===== src/rtl/div_unit_pkg.sv =====
// rtl/div_unit_pkg.sv - shared constants for the iterative divider
package div_unit_pkg;

   // Divider FSM encodings
   localparam logic [1:0] DivFree   = 2'b00;
   localparam logic [1:0] DivByZero = 2'b01;
   localparam logic [1:0] DivOn     = 2'b10;
   localparam logic [1:0] DivEnd    = 2'b11;

   // Handshake levels
   localparam logic DivResultReady    = 1'b1;
   localparam logic DivResultNotReady = 1'b0;
   localparam logic DivStart          = 1'b1;
   localparam logic DivStop           = 1'b0;

endpackage


===== src/rtl/div_unit_if.sv =====
// rtl/div_unit_if.sv - EX-side request/response bundle for the divider
interface div_unit_if #(
   parameter int DATA_W = 32
);
   import div_unit_pkg::*;

   logic                  signed_div_i;
   logic [DATA_W-1:0]     opdata1_i;
   logic [DATA_W-1:0]     opdata2_i;
   logic                  start_i;
   logic                  annul_i;
   logic [2*DATA_W-1:0]   result_o;
   logic                  ready_o;

   // EX stage drives the request and watches for the result
   modport master (
      output signed_div_i, opdata1_i, opdata2_i, start_i, annul_i,
      input  result_o, ready_o
   );

   // Divider consumes the request and returns {remainder, quotient}
   modport slave (
      input  signed_div_i, opdata1_i, opdata2_i, start_i, annul_i,
      output result_o, ready_o
   );

endinterface


===== src/rtl/div_unit.sv =====
// rtl/div_unit.sv - multi-cycle restoring divider for DIV/DIVU
module div_unit
   import div_unit_pkg::*;
#(
   parameter int DATA_W = 32
) (
   input  logic       clk,
   input  logic       rst,
   div_unit_if.slave  bus
);

   localparam int CNT_W = (DATA_W > 1) ? $clog2(DATA_W) : 1;
   localparam logic [CNT_W-1:0] LAST_ITER = CNT_W'(DATA_W - 1);

   // Working register layout: [2W:W] partial remainder, [W-1:0] dividend
   // bits still to be consumed, with quotient bits shifting in at bit 0.
   logic [1:0]            state_q,   state_d;
   logic [CNT_W-1:0]      cnt_q,     cnt_d;
   logic [2*DATA_W:0]     work_q,    work_d;
   logic [DATA_W-1:0]     divisor_q, divisor_d;
   logic                  quo_neg_q, quo_neg_d;
   logic                  rem_neg_q, rem_neg_d;
   logic [2*DATA_W-1:0]   result_q,  result_d;
   logic                  ready_q,   ready_d;

   logic [2*DATA_W:0]     work_step;
   logic [DATA_W-1:0]     quo_raw;
   logic [DATA_W-1:0]     rem_raw;

   // Magnitude of an operand; unsigned mode passes it through untouched.
   // The most negative value maps onto itself, which read unsigned is
   // exactly its magnitude.
   function automatic logic [DATA_W-1:0] mag(input logic [DATA_W-1:0] x,
                                             input logic              sgn);
      return (sgn && x[DATA_W-1]) ? (~x + 1'b1) : x;
   endfunction

   // One restoring step: bring the next dividend bit into the partial
   // remainder, subtract the divisor when it fits, record the quotient bit.
   function automatic logic [2*DATA_W:0] div_step(input logic [2*DATA_W:0] w,
                                                  input logic [DATA_W-1:0] d);
      logic [DATA_W+1:0] part;
      logic [DATA_W:0]   rem_new;
      logic              q_bit;
      part    = {w[2*DATA_W:DATA_W], w[DATA_W-1]};
      q_bit   = (part >= {2'b00, d});
      // The true difference is below the divisor, so W+1 bits hold it
      rem_new = q_bit ? (part[DATA_W:0] - {1'b0, d}) : part[DATA_W:0];
      return {rem_new, w[DATA_W-2:0], q_bit};
   endfunction

   assign work_step = div_step(work_q, divisor_q);
   assign quo_raw   = work_step[DATA_W-1:0];
   assign rem_raw   = work_step[2*DATA_W-1:DATA_W];

   // Next-state logic for the divider FSM and datapath
   always_comb begin
      state_d   = state_q;
      cnt_d     = cnt_q;
      work_d    = work_q;
      divisor_d = divisor_q;
      quo_neg_d = quo_neg_q;
      rem_neg_d = rem_neg_q;
      result_d  = result_q;
      ready_d   = ready_q;

      case (state_q)
         DivFree: begin
            result_d = '0;
            ready_d  = DivResultNotReady;
            // A flush in the same cycle as the request cancels it
            if (bus.start_i == DivStart && !bus.annul_i) begin
               if (bus.opdata2_i == '0) begin
                  state_d = DivByZero;
               end else begin
                  state_d   = DivOn;
                  cnt_d     = '0;
                  work_d    = {{(DATA_W+1){1'b0}}, mag(bus.opdata1_i, bus.signed_div_i)};
                  divisor_d = mag(bus.opdata2_i, bus.signed_div_i);
                  quo_neg_d = bus.signed_div_i &
                              (bus.opdata1_i[DATA_W-1] ^ bus.opdata2_i[DATA_W-1]);
                  rem_neg_d = bus.signed_div_i & bus.opdata1_i[DATA_W-1];
               end
            end
         end

         DivByZero: begin
            // Zero result; ready is raised from END on the next edge
            state_d  = DivEnd;
            result_d = '0;
            ready_d  = DivResultNotReady;
         end

         DivOn: begin
            if (bus.annul_i) begin
               state_d  = DivFree;
               cnt_d    = '0;
               result_d = '0;
               ready_d  = DivResultNotReady;
            end else begin
               work_d = work_step;
               if (cnt_q == LAST_ITER) begin
                  state_d  = DivEnd;
                  result_d = {rem_neg_q ? (~rem_raw + 1'b1) : rem_raw,
                              quo_neg_q ? (~quo_raw + 1'b1) : quo_raw};
                  ready_d  = DivResultReady;
               end else begin
                  cnt_d = cnt_q + 1'b1;
               end
            end
         end

         DivEnd: begin
            if (bus.start_i == DivStop || bus.annul_i) begin
               state_d  = DivFree;
               result_d = '0;
               ready_d  = DivResultNotReady;
            end else begin
               ready_d = DivResultReady;
            end
         end

         default: begin
            state_d  = DivFree;
            result_d = '0;
            ready_d  = DivResultNotReady;
         end
      endcase
   end

   // State and datapath registers, cleared asynchronously
   always_ff @(posedge clk or negedge rst) begin
      if (!rst) begin
         state_q   <= DivFree;
         cnt_q     <= '0;
         work_q    <= '0;
         divisor_q <= '0;
         quo_neg_q <= 1'b0;
         rem_neg_q <= 1'b0;
         result_q  <= '0;
         ready_q   <= DivResultNotReady;
      end else begin
         state_q   <= state_d;
         cnt_q     <= cnt_d;
         work_q    <= work_d;
         divisor_q <= divisor_d;
         quo_neg_q <= quo_neg_d;
         rem_neg_q <= rem_neg_d;
         result_q  <= result_d;
         ready_q   <= ready_d;
      end
   end

   assign bus.result_o = result_q;
   assign bus.ready_o  = ready_q;

endmodule


===== src/flat_wrapper.sv =====
// flat-port wrapper written by rule: the top's interface ports become plain ports
module div_unit_flat import div_unit_pkg::*;
#(
   parameter int DATA_W = 32
)
  (clk, rst, bus_signed_div_i, bus_opdata1_i, bus_opdata2_i, bus_start_i, bus_annul_i, bus_result_o, bus_ready_o);
  div_unit_if #(.DATA_W(DATA_W)) bus_i ();
  input  logic clk;
  input  logic rst;
  input wire logic [$bits(bus_i.signed_div_i)-1:0] bus_signed_div_i;
  input wire logic [$bits(bus_i.opdata1_i)-1:0] bus_opdata1_i;
  input wire logic [$bits(bus_i.opdata2_i)-1:0] bus_opdata2_i;
  input wire logic [$bits(bus_i.start_i)-1:0] bus_start_i;
  input wire logic [$bits(bus_i.annul_i)-1:0] bus_annul_i;
  output wire logic [$bits(bus_i.result_o)-1:0] bus_result_o;
  output wire logic [$bits(bus_i.ready_o)-1:0] bus_ready_o;
  assign bus_i.signed_div_i = bus_signed_div_i;
  assign bus_i.opdata1_i = bus_opdata1_i;
  assign bus_i.opdata2_i = bus_opdata2_i;
  assign bus_i.start_i = bus_start_i;
  assign bus_i.annul_i = bus_annul_i;
  assign bus_result_o = bus_i.result_o;
  assign bus_ready_o = bus_i.ready_o;
  div_unit #(.DATA_W(DATA_W)) u_core (.clk(clk), .rst(rst), .bus(bus_i));
endmodule

===== config.mk =====
export PLATFORM = sky130hd
export DESIGN_NAME = div_unit_flat
export DESIGN_NICKNAME = d
export VERILOG_FILES = /design/src/rtl/div_unit_pkg.sv /design/src/rtl/div_unit_if.sv /design/src/rtl/div_unit.sv /design/src/flat_wrapper.sv
export SDC_FILE = /design/constraint.sdc
export NUM_CORES = 1
export LEC_CHECK = 0
export BUFFER_PORTS_ARGS = -buffer_cell sky130_fd_sc_hd__buf_4
export CAP_MARGIN = 20
export CELL_PAD_IN_SITES_DETAIL_PLACEMENT = 2
export CELL_PAD_IN_SITES_GLOBAL_PLACEMENT = 2
export CORE_MARGIN = 2
export CORE_UTILIZATION = 36
export DETAILED_ROUTE_END_ITERATION = 8
export HOLD_SLACK_MARGIN = 0.02
export PLACE_DENSITY = 0.79
export SLEW_MARGIN = 20
export SYNTH_ARGS = -nofsm -noshare
export SYNTH_HDL_FRONTEND = slang
export SYNTH_SLANG_ARGS = --single-unit
export TNS_END_PERCENT = 100

===== constraint.sdc =====
create_clock -name clk -period 7.7 [get_ports clk]
set_input_delay 1.925 -clock clk [delete_from_list [all_inputs] [get_ports clk]]
set_output_delay 1.925 -clock clk [all_outputs]
set_load 0.01 [all_outputs]

Word level (Yosys, flattened, before mapping) --
Index checks and enable logic that the tools add are counted.
Operators by class: add/subtract/negate cells 6, magnitude comparators 1, eq/ne operators 10, muxes and demuxes 28, bitwise gates (word level) 9, reductions and logical operators 14
Operators by type and width (number):
- $mux 65 | 3
- $mux 64 | 3
- $pmux 64 s3 | 1
- $pmux 65 s2 | 1
- $add 32x1->32 const B | 4
- $mux 32 | 4
- $not 32->32 | 4
- $ge 34x32->1 | 1
- $mux 33 | 1
- $sub 33x32->33 | 1
- $logic_not 32->1 | 1
- $mux 5 | 4
- $mux 2 | 5
- $pmux 5 s2 | 1
- $pmux 2 s4 | 1
- $reduce_and 4->1 | 2
- $reduce_and 3->1 | 2
- $add 5x1->5 const B | 1
- $eq 5x5->1 const B | 1
- $eq 2x2->1 const B | 2
- $ne 2x1->1 const B | 2
- $ne 2x2->1 const B | 2
- $logic_and 1x1->1 | 3
- $mux 1 | 3
- other kinds (13) | 15
Word-level totals: bits in registers 171, input bits 69, output and inout port bits 65

Logic depth before layout (Yosys ltp) --
depth after elaboration 8, gate-level depth with buffers 25

Least setup slack after synthesis --
Ideal clock, no wire load.
path kind flip-flop to flip-flop, from register u_core.work_q[31], to register u_core.result_q[62] (netlist: u_core.bus.result_o[62]), arrival time 5541 ps, path slack 2028 ps, stages on the path, launching flop included 25, buffers on the path 4, period minus slack after synthesis 5672 ps, cells stage by stage dfrtp_1 > inv_1 > ha_1 > inv_1 > fa_1 > a21o_1 > a221o_1 > and3_4 > o311a_4 > or2_4 > buf_6 > clkbuf_1 > clkbuf_1 > buf_1 > o21ai_0 > ha_1 > nand3_1 > or4_1 > nor3_1 > a41oi_1 > o21bai_1 > or4_4 > o41ai_2 > xnor2_1 > o21ai_1
Between the ends: word-level cells in the longest chain between the ends 8, elaborated cells between the ends (all ways) 9, those cells by class add/sub: 2; order compare: 1; mux: 5; bitwise: 1
RTL lines:
- start, declared | RTL line div_unit.sv:19 | logic [2*DATA_W:0] work_q, work_d;
- start signal, assigned | RTL line div_unit.sv:145 | work_q <= work_d;
- $sub 33x32->33 or $ge 34x32->1 (tied branches) | RTL line div_unit.sv:48, div_unit.sv:46
- $mux 33 (*) | RTL line div_unit.sv:48 | rem_new = q_bit ? (part[DATA_W:0] - {1'b0, d}) : part[DATA_W:0];
- $not 32->32 | RTL line div_unit.sv:104 | result_d = {rem_neg_q ? (~rem_raw + 1'b1) : rem_raw,
- $add 32x1->32 | RTL line div_unit.sv:104
- $mux 32 (*) | RTL line div_unit.sv:104
- $mux 64 (*) | RTL line div_unit.sv:102 | if (cnt_q == LAST_ITER) begin
- $mux 64 (*) | RTL line div_unit.sv:95 | if (bus.annul_i) begin
- $pmux 64 s3 (*) | RTL line div_unit.sv:67 | case (state_q)
- end signal, assigned | RTL line div_unit.sv:149 | result_q <= result_d;
- end, declared | RTL line div_unit.sv:23 | logic [2*DATA_W-1:0] result_q, result_d;
Mark *: on every way between the ends. The rest lies on a longest branch, timed or not. The select of a mux whose other input is x is not followed. A chain may end at the register's enable or synchronous reset.

Worst setup path in the final report --
Same ends and word-level chain as after synthesis.

==> results.sh <==
export IMPL_die_w_um=186
export IMPL_relSlewSlack_pct=29.2
export IMPL_core_area_mm2=0.0325
export IMPL_start_kind="register"
export IMPL_synth_warnings=0
export IMPL_min_path_type="register to register"
export IMPL_peakVddDrop_v=0.000158
export IMPL_initial_core_util_pct=36.6
export IMPL_hold_buffers=0
export IMPL_fin_crit_ps=6500
export IMPL_hold_start="u_core.divisor_q[25]"
export IMPL_required_ps=8000
export IMPL_die_area_mm2=0.0346
export IMPL_viasPerCell=5.62
export IMPL_wl_per_cell_um=21.0
export IMPL_fin_util_pct=42.6
export IMPL_htree_num_levels=4
export IMPL_gp_congestion=0.871
export IMPL_design_area_mm2=0.0139
export IMPL_synth_most_common_cell="nand2_1"
export IMPL_cts_resized=0
export IMPL_drc=0
export IMPL_antenna_found_initial=0
export IMPL_place_hpwl_mm=31.8
export IMPL_synth_cell_types=75
export IMPL_crit_start="u_core.work_q[31]"
export IMPL_ant_nets=0
export IMPL_diodes=0
export IMPL_portBuffers=133
export IMPL_setup_tns_final_ps=0
export IMPL_end_kind="register"
export IMPL_grt_max_degree=89
export IMPL_crit_slowest_cell="or4_4"
export IMPL_hold_violations=0
export IMPL_setup_violations_final=0
export IMPL_synth_area_leaders="dfrtp_1 36%, o21ai_0 8.1%, nand2_1 6.5%"
export IMPL_syn_cell_area_mm2=0.0119
export IMPL_dr_pass1_iters=4
export IMPL_vias=11384
export IMPL_nFillCells=3781
export IMPL_timing_hold_ws_ps=486
export IMPL_area_growth_pct=16.2
export IMPL_power_density_mw_per_mm2=194
export IMPL_overflow=0
export IMPL_async_flop_share_pct=100
export IMPL_cts_buffers_inserted=17
export IMPL_cp_max_fo=57
export IMPL_min_period_over_period_pct=84.4
export IMPL_drt_iter0_drc=436
export IMPL_arrival_ps=6800
export IMPL_synth_top_area_share_pct=35.9
export IMPL_critical_path_top_delay_family="simple AND/OR/NAND/NOR gates"
export IMPL_cpMostUsedCell="inv_1"
export IMPL_routed_wirelength_mm=42.5
export IMPL_dpl_cell_area_mm2=0.0133
export IMPL_synthTopCellsByCount="207 x nand2_1, 193 x o21ai_0, 171 x dfrtp_1"
export IMPL_fmax_mhz=154
export IMPL_drv_cap=0
export IMPL_rsz0062_at_grt="no"
export IMPL_fin_worst_skew_ps=12.6
export IMPL_synth_edf_count=0
export IMPL_globalRouteTotalUtil_pct=25.2
export IMPL_clk_pin_slew_worst_paths_ps=70
export IMPL_syn_avg_cell_area_um2=8.00
export IMPL_clock_root_buffer="clkbuf_16"
export IMPL_rows=66
export IMPL_maxSlewViolCount=0
export IMPL_insertion_delay_ps=440
export IMPL_synth_ff_type="dfrtp_1"
export IMPL_outcome="completed"
export IMPL_post_cts_buffers=0
export IMPL_ys_ff_latch=171
export IMPL_p_leak_nw=6.13
export IMPL_final_net_count=1680
export IMPL_grt_pass1_wl_mm=68.0
export IMPL_worst_pin_slew_ps=1050
export IMPL_cts_path_max_buffers=2
export IMPL_ys_seq_area_share_pct=35.9
export IMPL_critPathKind="register to register"
export IMPL_dieHeight_um=186
export IMPL_cts_tree="built"
export IMPL_grt_pass1_vias=12252
export IMPL_syn_nets=1599
export IMPL_drive_gt1_share_pct=12.6
export IMPL_io_pins=134
export IMPL_cts_sinks=171
export IMPL_r2r_start="u_core.work_q[31]"
export IMPL_cp_num_buf_inv=4
export IMPL_synthCells=1491
export IMPL_cp_cell_sequence="inv_1 > ha_1 > inv_1 > fa_1 > a21o_1 > a221o_1 > and3_4 > o311a_4 > or2_4 > inv_1 > buf_4 > mux2i_1 > ha_1 > nand3_1 > or4_1 > nor3_1 > a41oi_1 > o21bai_1 > or4_4 > o41ai_2 > xnor2_1 > o21ai_1"
export IMPL_slowest_delay_ps=530
export IMPL_yosysTopAreaCell="dfrtp_1"
==> per-layer routing <==
metal / track usage (%) / vias up / share of wire (%)
met4: 8.69 / 0 / 3.0
met2: 47.7 / 174 / 53
met5: 0 / - / 0
met1: 29.3 / 5715 / 42
li1: - / 5437 / -
met3: 2.68 / 58 / 1.8
==> cells by family (layout without fill, tap and decap cells) <==
kind of cell	count (synthesis)	in the layout	share of synthesized area, %
AO/OA/AOI/OAI	461	461	22.9
buffers and inverters	139	230	4.49
multiplexers	27	27	2.28
XOR/XNOR	136	136	9.99
AND/OR/NAND/NOR	518	518	20.3
flip-flops	171	171	35.9
adder cells (fa/ha/maj)	39	39	4.16
==> area by class of cell <==
cell class                      count  area [µm²]  share of cell area [%]
Multi-Input combinational cell   1181        7160                    51.7
Sequential cell                   171        4280                    30.9
Timing Repair Buffer              145        1100                    7.97
Tap cell                          442         553                    3.99
Clock buffer                       19         453                    3.27
Inverter                           56         210                    1.52
Clock inverter                     10        93.8                   0.677
==> final timing paths <==
| path | to | slack [ps] | cells past startpoint |
|---|---|---|---|
| worst min register to register | u_core.divisor_q[25] | 490 | 2 |
| worst max register to register | u_core.bus.result_o[62] | 1200 | 22 |
| max in group asynchronous | u_core.bus.result_o[29] | 5180 | 2 |
| worst max-delay path | u_core.bus.result_o[62] | 1200 | 22 |
| min in group asynchronous | u_core.divisor_q[25] | 1520 | 1 |
| worst min-delay path | u_core.divisor_q[25] | 490 | 2 |
==> registers in the layout, indices dropped and copies added (netlist names) <==
signal and flops:
u_core.quo_neg_q 1, u_core.work_q 65, u_core.divisor_q 32, u_core.state_q 2, u_core.bus.ready_o 1, u_core.bus.result_o 64, u_core.rem_neg_q 1, u_core.cnt_q 5
==> power by group <==
part	internal, mW	leakage, nW	total [mW]	switching (mW)
clock network	0.459	0.263	0.858	0.399
logic	0.280	3.61	0.775	0.495
registers	0.973	2.25	1.06	0.0847
total	1.71	6.13	2.69	0.978
==> metrics by stage <==
stage | power, mW | worst slack (ps) | instances
after global routing | 2.84 | 847 | 2024
after CTS | 2.72 | 1250 | 2024
after floorplan | 1.56 | 2030 | 1491
final | 2.69 | 1200 | 2024
after global placement | 1.81 | 1560 | 1995
after detailed placement | 1.84 | 1290 | 1995
==> placed cells by master, fill, tap and decap left out, drive strengths merged, types with 4 or more instances in the layout <==
master,count
nand3,48
a21oi,124
dfrtp,171
buf,145
nor2b,5
a211oi,9
a21o,13
o21bai,5
inv,58
nor4b,4
mux2i,26
nor4,16
nor2,103
or2,5
a31oi,11
or4,12
o31ai,27
clkinv,4
nand2b,8
clkbuf,19
xor2,73
o21a,4
nor3,37
o41ai,10
nand2,207
xnor2,63
o211ai,9
o21ai,212
and2,8
or3,30
ha,38
and3,15
nand4,12
==> worst reg2reg max path, delay by kind of cell, from the launching register on <==
kind / cells / cell delay (ps)
DFF: 1 / 420
AOI/OAI and AO/OA: 7 / 1780
muxes: 1 / 340
adders and majority gates: 3 / 880
buffers and inverters: 4 / 680
xor gates and xnor gates: 1 / 170
and+or+nand+nor: 6 / 2080
Power figures use the tool's default switching activity.
